==> config.mk <==
export PLATFORM = sky130hd
export DESIGN_NAME = scirc_ser_feed
export DESIGN_NICKNAME = d
export VERILOG_FILES = /design/src/rtl/scirc_ser_pkg.sv /design/src/rtl/scirc_ser_cnt.sv /design/src/rtl/scirc_ser_feed.sv
export SDC_FILE = /design/constraint.sdc
export NUM_CORES = 1
export LEC_CHECK = 0
export ABC_AREA = 1
export BUFFER_PORTS_ARGS = -buffer_cell sky130_fd_sc_hd__buf_2
export CAP_MARGIN = 20
export CORE_MARGIN = 5
export CORE_UTILIZATION = 40
export DETAILED_ROUTE_END_ITERATION = 7
export PLACE_DENSITY = 0.71
export SLEW_MARGIN = 15
export SYNTH_ARGS = -nofsm -noshare
export SYNTH_HDL_FRONTEND = slang
export SYNTH_HIERARCHICAL = 1
export SYNTH_SLANG_ARGS = --single-unit
==> constraint.sdc <==
create_clock -name clk_i -period 4.95 [get_ports clk_i]
set_input_delay 0.2475 -clock clk_i [delete_from_list [all_inputs] [get_ports clk_i]]
set_output_delay 0.2475 -clock clk_i [all_outputs]
set_load 0.02 [all_outputs]
==> src/rtl/scirc_ser_pkg.sv <==
// -----------------------------------------------------------------------------
// scirc_ser_pkg
// Shared definitions for the serial feed sequencer of the 4-bit load/shift
// register stage: FSM state encoding and the header nibble width.
// -----------------------------------------------------------------------------
package scirc_ser_pkg;

   // Width of the parallel header nibble loaded into the register.
   localparam int HDR_W = 4;

   // Explicit 2-bit encodings so the state register layout is stable.
   localparam logic [1:0] ENC_IDLE  = 2'b00;
   localparam logic [1:0] ENC_LOAD  = 2'b01;
   localparam logic [1:0] ENC_SHIFT = 2'b10;
   localparam logic [1:0] ENC_DONE  = 2'b11;

   typedef enum logic [1:0] {
      IDLE  = ENC_IDLE,
      LOAD  = ENC_LOAD,
      SHIFT = ENC_SHIFT,
      DONE  = ENC_DONE
   } state_t;

endpackage

==> src/rtl/scirc_ser_cnt.sv <==
// -----------------------------------------------------------------------------
// scirc_ser_cnt
// Loadable down-counter with enable and zero flag. Counts the shift cycles
// still to be issued in a frame (payload bits, plus the parity bit when that
// option is built in).
//
// Ports:
//   clk_i       rising-edge clock
//   rst_i       synchronous reset, active-low; clears the count
//   load_i      load load_val_i (has priority over en_i)
//   load_val_i  value to load
//   en_i        decrement by one (ignored once the count is zero)
//   zero_o      count equals zero
// -----------------------------------------------------------------------------
module scirc_ser_cnt
   import scirc_ser_pkg::*;
#(
   parameter int W = 4
) (
   input  logic         clk_i,
   input  logic         rst_i,
   input  logic         load_i,
   input  logic [W-1:0] load_val_i,
   input  logic         en_i,
   output logic         zero_o
);

   logic [W-1:0] cnt_q;

   // NOTE: clocked state uses non-blocking assignments so every register
   // samples its inputs from before the edge, independent of statement order.
   always_ff @(posedge clk_i) begin
      if (!rst_i) begin
         cnt_q <= '0;
      end else if (load_i) begin
         cnt_q <= load_val_i;
      end else if (en_i && !zero_o) begin
         cnt_q <= cnt_q - W'(1);
      end
   end

   assign zero_o = (cnt_q == '0);

endmodule

==> src/rtl/scirc_ser_feed.sv <==
// -----------------------------------------------------------------------------
// scirc_ser_feed
// Upstream sequencer for the 4-bit load/shift register stage. Accepts a header
// nibble and a WIDTH-bit payload over valid/ready, then drives a one-cycle
// parallel load of the header followed by the payload shifted out MSB-first,
// and finally a one-cycle done pulse. All outputs are registered.
//
// Optional build macro: SCIRC_SER_PARITY_EN
//   defined   : one extra shift cycle carries the XOR of the header and all
//               payload bits (even parity) after the last payload bit.
//   undefined : exactly WIDTH shift cycles, no parity logic.
//
// Parameters:
//   WIDTH      payload bits per frame, 1..32
//
// Ports:
//   clk_i      rising-edge clock
//   rst_i      synchronous reset, active-low; aborts any frame in progress
//   valid_i    upstream frame valid
//   ready_o    block can accept a frame (IDLE)
//   hdr_i4     header nibble, captured on handshake
//   data_i     payload word, captured on handshake
//   hold_i     stall request, honoured only while shifting
//   ld_o       parallel-load strobe to the register
//   I_o4       parallel nibble (captured header, held until next load)
//   shift_o    shift strobe to the register
//   bstream_o  serial bit to the register (holds its last value when idle)
//   busy_o     frame in progress (LOAD, SHIFT, DONE)
//   done_o     one-cycle frame-complete pulse
// -----------------------------------------------------------------------------
module scirc_ser_feed
   import scirc_ser_pkg::*;
#(
   parameter int WIDTH = 8
) (
   input  logic             clk_i,
   input  logic             rst_i,
   input  logic             valid_i,
   output logic             ready_o,
   input  logic [HDR_W-1:0] hdr_i4,
   input  logic [WIDTH-1:0] data_i,
   input  logic             hold_i,
   output logic             ld_o,
   output logic [HDR_W-1:0] I_o4,
   output logic             shift_o,
   output logic             bstream_o,
   output logic             busy_o,
   output logic             done_o
);

   localparam int CNT_W = $clog2(WIDTH + 2);

`ifdef SCIRC_SER_PARITY_EN
   localparam int N_SHIFT = WIDTH + 1;
`else
   localparam int N_SHIFT = WIDTH;
`endif

   state_t             state_q, state_d;
   logic [N_SHIFT-1:0] pay_q;
   logic [N_SHIFT-1:0] pay_cap;
   logic [HDR_W-1:0]   hdr_q;
   logic               capture;
   logic               do_shift;
   logic               cnt_zero;

   // Shift word as captured: payload, optionally followed by the parity bit
   // so the whole frame leaves through the same MSB tap.
`ifdef SCIRC_SER_PARITY_EN
   assign pay_cap = {data_i, ^{hdr_i4, data_i}};
`else
   assign pay_cap = data_i;
`endif

   // Remaining shifts. Loaded on the handshake so the first shift can be
   // issued on the edge that leaves LOAD.
   scirc_ser_cnt #(
      .W (CNT_W)
   ) u_cnt (
      .clk_i      (clk_i),
      .rst_i      (rst_i),
      .load_i     (capture),
      .load_val_i (CNT_W'(N_SHIFT)),
      .en_i       (do_shift),
      .zero_o     (cnt_zero)
   );

   always_ff @(posedge clk_i) begin
      if (!rst_i) begin
         state_q <= IDLE;
      end else begin
         state_q <= state_d;
      end
   end

   // state_q names the phase currently visible on the outputs; state_d and
   // do_shift decide what the next cycle shows. Because the outputs are
   // registered, a shift issued here appears on shift_o in the next cycle.
   // NOTE: every combinational output gets a default first, so no path
   // through the case leaves a signal unassigned and no latch is inferred.
   always_comb begin
      state_d  = state_q;
      capture  = 1'b0;
      do_shift = 1'b0;
      case (state_q)
         IDLE: begin
            if (valid_i && ready_o) begin
               capture = 1'b1;
               state_d = LOAD;
            end
         end
         LOAD: begin
            do_shift = 1'b1;
            state_d  = SHIFT;
         end
         SHIFT: begin
            // All shifts issued: the last one is on the outputs now.
            if (cnt_zero) begin
               state_d = DONE;
            end else if (!hold_i) begin
               do_shift = 1'b1;
            end
         end
         DONE: begin
            state_d = IDLE;
         end
         default: begin
            state_d = IDLE;
         end
      endcase
   end

   // Registered outputs and datapath. ld_o only follows IDLE and do_shift only
   // occurs in LOAD/SHIFT, so the two strobes can never coincide.
   always_ff @(posedge clk_i) begin
      if (!rst_i) begin
         ready_o   <= 1'b1;
         busy_o    <= 1'b0;
         done_o    <= 1'b0;
         ld_o      <= 1'b0;
         shift_o   <= 1'b0;
         bstream_o <= 1'b0;
         hdr_q     <= '0;
         pay_q     <= '0;
      end else begin
         ready_o <= (state_d == IDLE);
         busy_o  <= (state_d != IDLE);
         done_o  <= (state_d == DONE);
         ld_o    <= (state_d == LOAD);
         shift_o <= do_shift;
         if (capture) begin
            hdr_q <= hdr_i4;
            pay_q <= pay_cap;
         end else if (do_shift) begin
            bstream_o <= pay_q[N_SHIFT-1];
            pay_q     <= pay_q << 1;
         end
      end
   end

   assign I_o4 = hdr_q;

endmodule

# Word-level counts from Yosys, hierarchy flattened
# Index checks and enable logic that the tools add are counted.
# totals
regBits	24
inputBits	16
wordCells	42
# classes
n_addsub	1
n_eq_ne	5
muxes	12
n_bitwise	2
reduce_logical	11
# ops
op	n
8-bit 2-to-1 mux	2
4-bit 2-to-1 mux	2
2-bit one-hot mux with 4 select lines	1
2-bit == test (second input constant)	3
2-bit nonzero test	3
2-bit by 1-bit == test with 1-bit output (second input constant)	2
2-bit logical NOT	2
4-bit logical NOT	1
1-bit 2-to-1 mux	4
2-bit 2-to-1 mux	2
4-bit by 1-bit subtractor with 4-bit output (second input constant)	1
1-bit logical AND	2
1-bit inverter	2
1-bit one-hot mux with 2 select lines	1
2-bit AND reduction	1
2-bit OR reduction	1
1-bit logical NOT	1

# Logic depth before layout (Yosys ltp)
# depth
ltp_word	6
ltp_mapped	14

# By module
# Netlist, hierarchy kept.
# by_module_without_submodules
mod	n_inst	cells_each	area_each_um2	seq_area_each_um2
scirc_ser_feed	1	119	890.9	400.4
scirc_ser_cnt	1	41	274.0	80.1

# Least setup slack after synthesis
# No wires, ideal clock.
# synth_path
path_type	register to register
from	register u_cnt.cnt_q[0]
to	register u_cnt.cnt_q[1]
setup_time_ns	0.116
arrival_ns	1.455
required_ns	4.834
setup_slack_ns	3.379
stages_incl_launch_ff	15
n_path_buf	0
cell_sequence	dfxtp_1 > inv_1 > ha_1 > nand3_2 > inv_1 > nor2_1 > nand2_1 > nand2_2 > nand2_4 > inv_1 > nand2_4 > nand2_4 > clkinv_2 > nor2_1 > nor2_1
# synth_between
elab_chain_cells	4
word_cells_on_any_way	6
# synth_lines
item	line	rtl
from (decl)	scirc_ser_cnt.sv:28	logic [W-1:0] cnt_q;
from (signal assigned)	scirc_ser_cnt.sv:36	cnt_q <= load_val_i;
from (signal assigned)	scirc_ser_cnt.sv:38	cnt_q <= cnt_q - W'(1);
4-bit logical NOT	scirc_ser_cnt.sv:42	assign zero_o = (cnt_q == '0);
named net cnt_zero	scirc_ser_feed.sv:65	logic cnt_zero;
1-bit 2-to-1 mux	scirc_ser_feed.sv:118	if (cnt_zero) begin
1-bit one-hot mux with 2 select lines	scirc_ser_feed.sv:105	case (state_q)
named net do_shift	scirc_ser_feed.sv:64	logic do_shift;
1-bit logical AND	scirc_ser_cnt.sv:37	end else if (en_i && !zero_o) begin
# The timed path passes the listed nets, and every way through them passes these cells.
# A chain may end at the register's enable or synchronous reset.

# Worst setup path in the final report
# layout_path
from	register state_q[0]
to	register u_cnt.cnt_q[2]
# layout_between
elab_chain_cells	3
word_cells_on_any_way	7
# layout_lines
item	line	rtl
from (decl)	scirc_ser_feed.sv:59	state_t state_q, state_d;
from (signal assigned)	scirc_ser_feed.sv:92	state_q <= state_d;
2-bit == test, or another cell as far along	scirc_ser_feed.sv:105	
1-bit one-hot mux with 2 select lines / 1-bit 2-to-1 mux (equally long branches)	scirc_ser_feed.sv:105	
1-bit logical AND / 2-bit OR reduction (equally long branches)	--	
# Parallel ways exist; a longest one is shown, timed or not.

==> key figures <==
Floorplan
  • Core area: 2780 µm²
  • Initial Util: 41.9%
  • Top Ports: 26
  • Core Rows: 19
  • Die Wd: 64.0 µm
  • Full die area: 4090 µm²
  • Die Span Y: 64.0 µm

Detailed routing
  • Final ANT Viol Nets: 0
  • Total Wirelength: 2260 µm
  • DRT iter0 DRCs: 27
  • DR vias: 1017
  • Post-route DRC: 0
  • DR vias/cell: 4.67
  • WL/cell: 10.4 µm
  • TritonRoute pass-1 iters: 4

Timing
  • Worst Skew: 9.71 ps
  • Final WS setup: 3060 ps
  • Fin. max-slew vios: 0
  • Fmax: 530 MHz
  • Unrepaired setup endpoints after global routing: no
  • Final Hold Vio Count: 0
  • Final setup vio count: 0
  • TNS Setup: 0 ps
  • Crit path time final: 1890 ps
  • Final worst-path cycle share: 38.1%

Global route
  • Overall Global Routing Usage: 11.3%
  • Largest net degree at the start of global routing: 22
  • Met3 Use GR: 2.45%
  • Met2 GRT Util: 19.2%
  • GRT overflow: 0
  • Initial antenna violation count: 0
  • Global routing's busiest layer: met2
  • Number of global-route vias before repair: 909
  • Met1 usage: 13.7%
  • First-pass GRT wire length: 3810 µm

Worst setup path
  • Worst path cell trace: inv_1, ha_1, nand3_2, inv_2, inv_2, o22ai_1, nand2_1, nand2_1, nor2_1
  • Critical path required time: 5170 ps
  • Buf/Inv on CP: 3
  • Delay-heaviest family, CP: buffers and inverters
  • Crit-path max FO: 21
  • Worst R2R Path Depth: 9
  • Reg2Reg Launch Point: state_q[0]
  • Critical path capture point type: flip-flop
  • Critical-path top delay cell: nand3_2
  • Max incr delay on CP: 350 ps
  • Critical Path AT: 2110 ps
  • R2r endpoint: u_cnt/cnt_q[2]
  • Setup Crit Path Kind: reg -> reg
  • Reg2reg setup slack: 3060 ps
  • Worst setup SP type: flip-flop

Power and ir drop
  • Max VDD drop: 0.000294 V
  • P_leak: 0.686 nW
  • Total power: 0.717 mW
  • PwrDens: 535 nW/µm²

Synth
  • Share of the synthesized area in the top cell type: 41.2%
  • Number of synthesized register bits: 24
  • Main synth FF type: dfxtp_1
  • Post-synthesis cell type count: 20
  • Leading post-synthesis cells by cell area: dfxtp_1 (41%), nand2_1 (16%), nor2_1 (5.5%)
  • Synth cell count leaders: nand2_1 (49), dfxtp_1 (24), nor2_1 (17)
  • Syn_area_per_cell: 7.28 µm²
  • EDFF count, synth: 0
  • Register area share after synthesis: 41.2%
  • Syn Inst Count: 160
  • Count leader, synth: nand2_1
  • Post-Syn Area: 1160 µm²
  • Cell taking the most area after synthesis: dfxtp_1
  • Async SR Flop Fraction: 0%
  • Ys Warns: 6

Placed design
  • DP HPWL: 1660 µm
  • Placed cell areas: 1300 µm²
  • IO buf count: 25
  • Routability congestion estimate: 0.837
  • Place WS: 3090 ps

Final layout
  • Layout cell share with drive strength beyond 1: 24.1%
  • N_diodes: 0
  • Fill count: 289
  • Storage element area: 480 µm²
  • Final Core Density: 48.2%
  • Area growth, synth to finish: 15.0%
  • Post-Layout Inst Area: 1340 µm²
  • Nets: 209
  • Multi-input logic area: 587 µm²

Clock network
  • Clock Tree Buf Depth: 2
  • Post-CTS Hold Fix Bufs: 0
  • Clk slew on worst S/H paths: 140 ps
  • H-tree levels: 1
  • CTS Sinks: 24
  • TritonCTS clock tree: yes
  • TritonCTS buffer count: 3
  • Root Driver: clkbuf_4
  • Clk_lat worst skew: 320 ps
  • CTS resizes: 0
  • Post-CTS setup buffer count: 0

Min path
  • Worst hold path depth: 3
  • Min-delay src: hdr_i4[3]
  • Min-Delay Endpoint: I_o4[3]
  • Worst Hold Class: in -> reg

Run status
  • Outcome: complete, no violations

Run
  • Maximum Capacitance Violations: 0
==> how the worst max path moves through the flow <==
stage	from	endpoint	cells after the start	slack, ps
after global placement	state_q[0]	u_cnt/cnt_q[2]	9	3130
after CTS	state_q[0]	u_cnt/cnt_q[2]	9	3070
after detailed placement	state_q[0]	u_cnt/cnt_q[2]	9	3090
after global routing	state_q[0]	u_cnt/cnt_q[2]	9	2840
final	state_q[0]	u_cnt/cnt_q[2]	9	3060
after floorplan	u_cnt/cnt_q[0]	u_cnt/cnt_q[1]	14	3380
==> cell usage in the layout, fill, tap and decap left out, drive strengths merged <==
cell type  instances
nand2             54
buf               25
dfxtp             24
inv               18
nor2              17
nand3             13
a21oi             13
o21ai              6
ha                 5
conb               4
clkbuf             4
or2                1
clkinv             1
o22ai              1
xor2               1
==> per-stage QoR <==
step | instances | hold slack (ps)
after floorplan | 162 | 368
after global placement | 214 | 462
after detailed placement | 214 | 463
after CTS | 218 | 164
after global routing | 218 | 166
final | 218 | 161
==> power breakdown <==
part           total [mW]  internal (mW)  switching, mW
Clock               0.104         0.0449         0.0591
Combinational       0.338          0.116          0.222
Sequential          0.274          0.246         0.0286
==> worst register-to-register path: stages (launching register included) <==
cell     delay, ps
dfxtp_1        340
inv_1          110
ha_1           170
nand3_2        350
inv_2          360
inv_2          130
o22ai_1        190
nand2_1         70
nand2_1         60
nor2_1          40
==> per-layer routing <==
metal / vias to the layer above / share of wire (%) / routed length (µm)
met5: - / 0 / 0
met4: 0 / 0.75 / 17
met2: 15 / 49 / 1120
met3: 2 / 4.0 / 90
met1: 454 / 46 / 1040
li1: 546 / - / -
==> kinds of logic (layout without fill, tap and decap cells) <==
kind of cell,count (synthesis),after routing,synth area share [%]
adders and majority gates,5,5,5.37
buffers and inverters,23,48,9.02
AOI/OAI and AO/OA,20,20,10.3
other,2,4,0.645
DFF,24,24,41.2
and+or+nand+nor,85,85,32.7
xor gates and xnor gates,1,1,0.752
==> flip-flops by register name (all words and copies together), names as in the netlist <==
| register | cells |
|---|---|
| busy_o | 1 |
| shift_o | 1 |
| pay_q | 8 |
| bstream_o | 1 |
| ld_o | 1 |
| done_o | 1 |
| ready_o | 1 |
| state_q | 2 |
| u_cnt/cnt_q | 4 |
| I_o4 | 4 |
==> layout make-up <==
class / instances / share of cell area (%)
Multi-Input combinational cell: 115 / 43.8
Timing Repair Buffer: 25 / 9.34
Sequential cell: 24 / 35.9
Inverter: 19 / 5.42
Tap cell: 31 / 2.89
Clock buffer: 4 / 2.71
No activity file was read; power rests on OpenSTA's default activity.
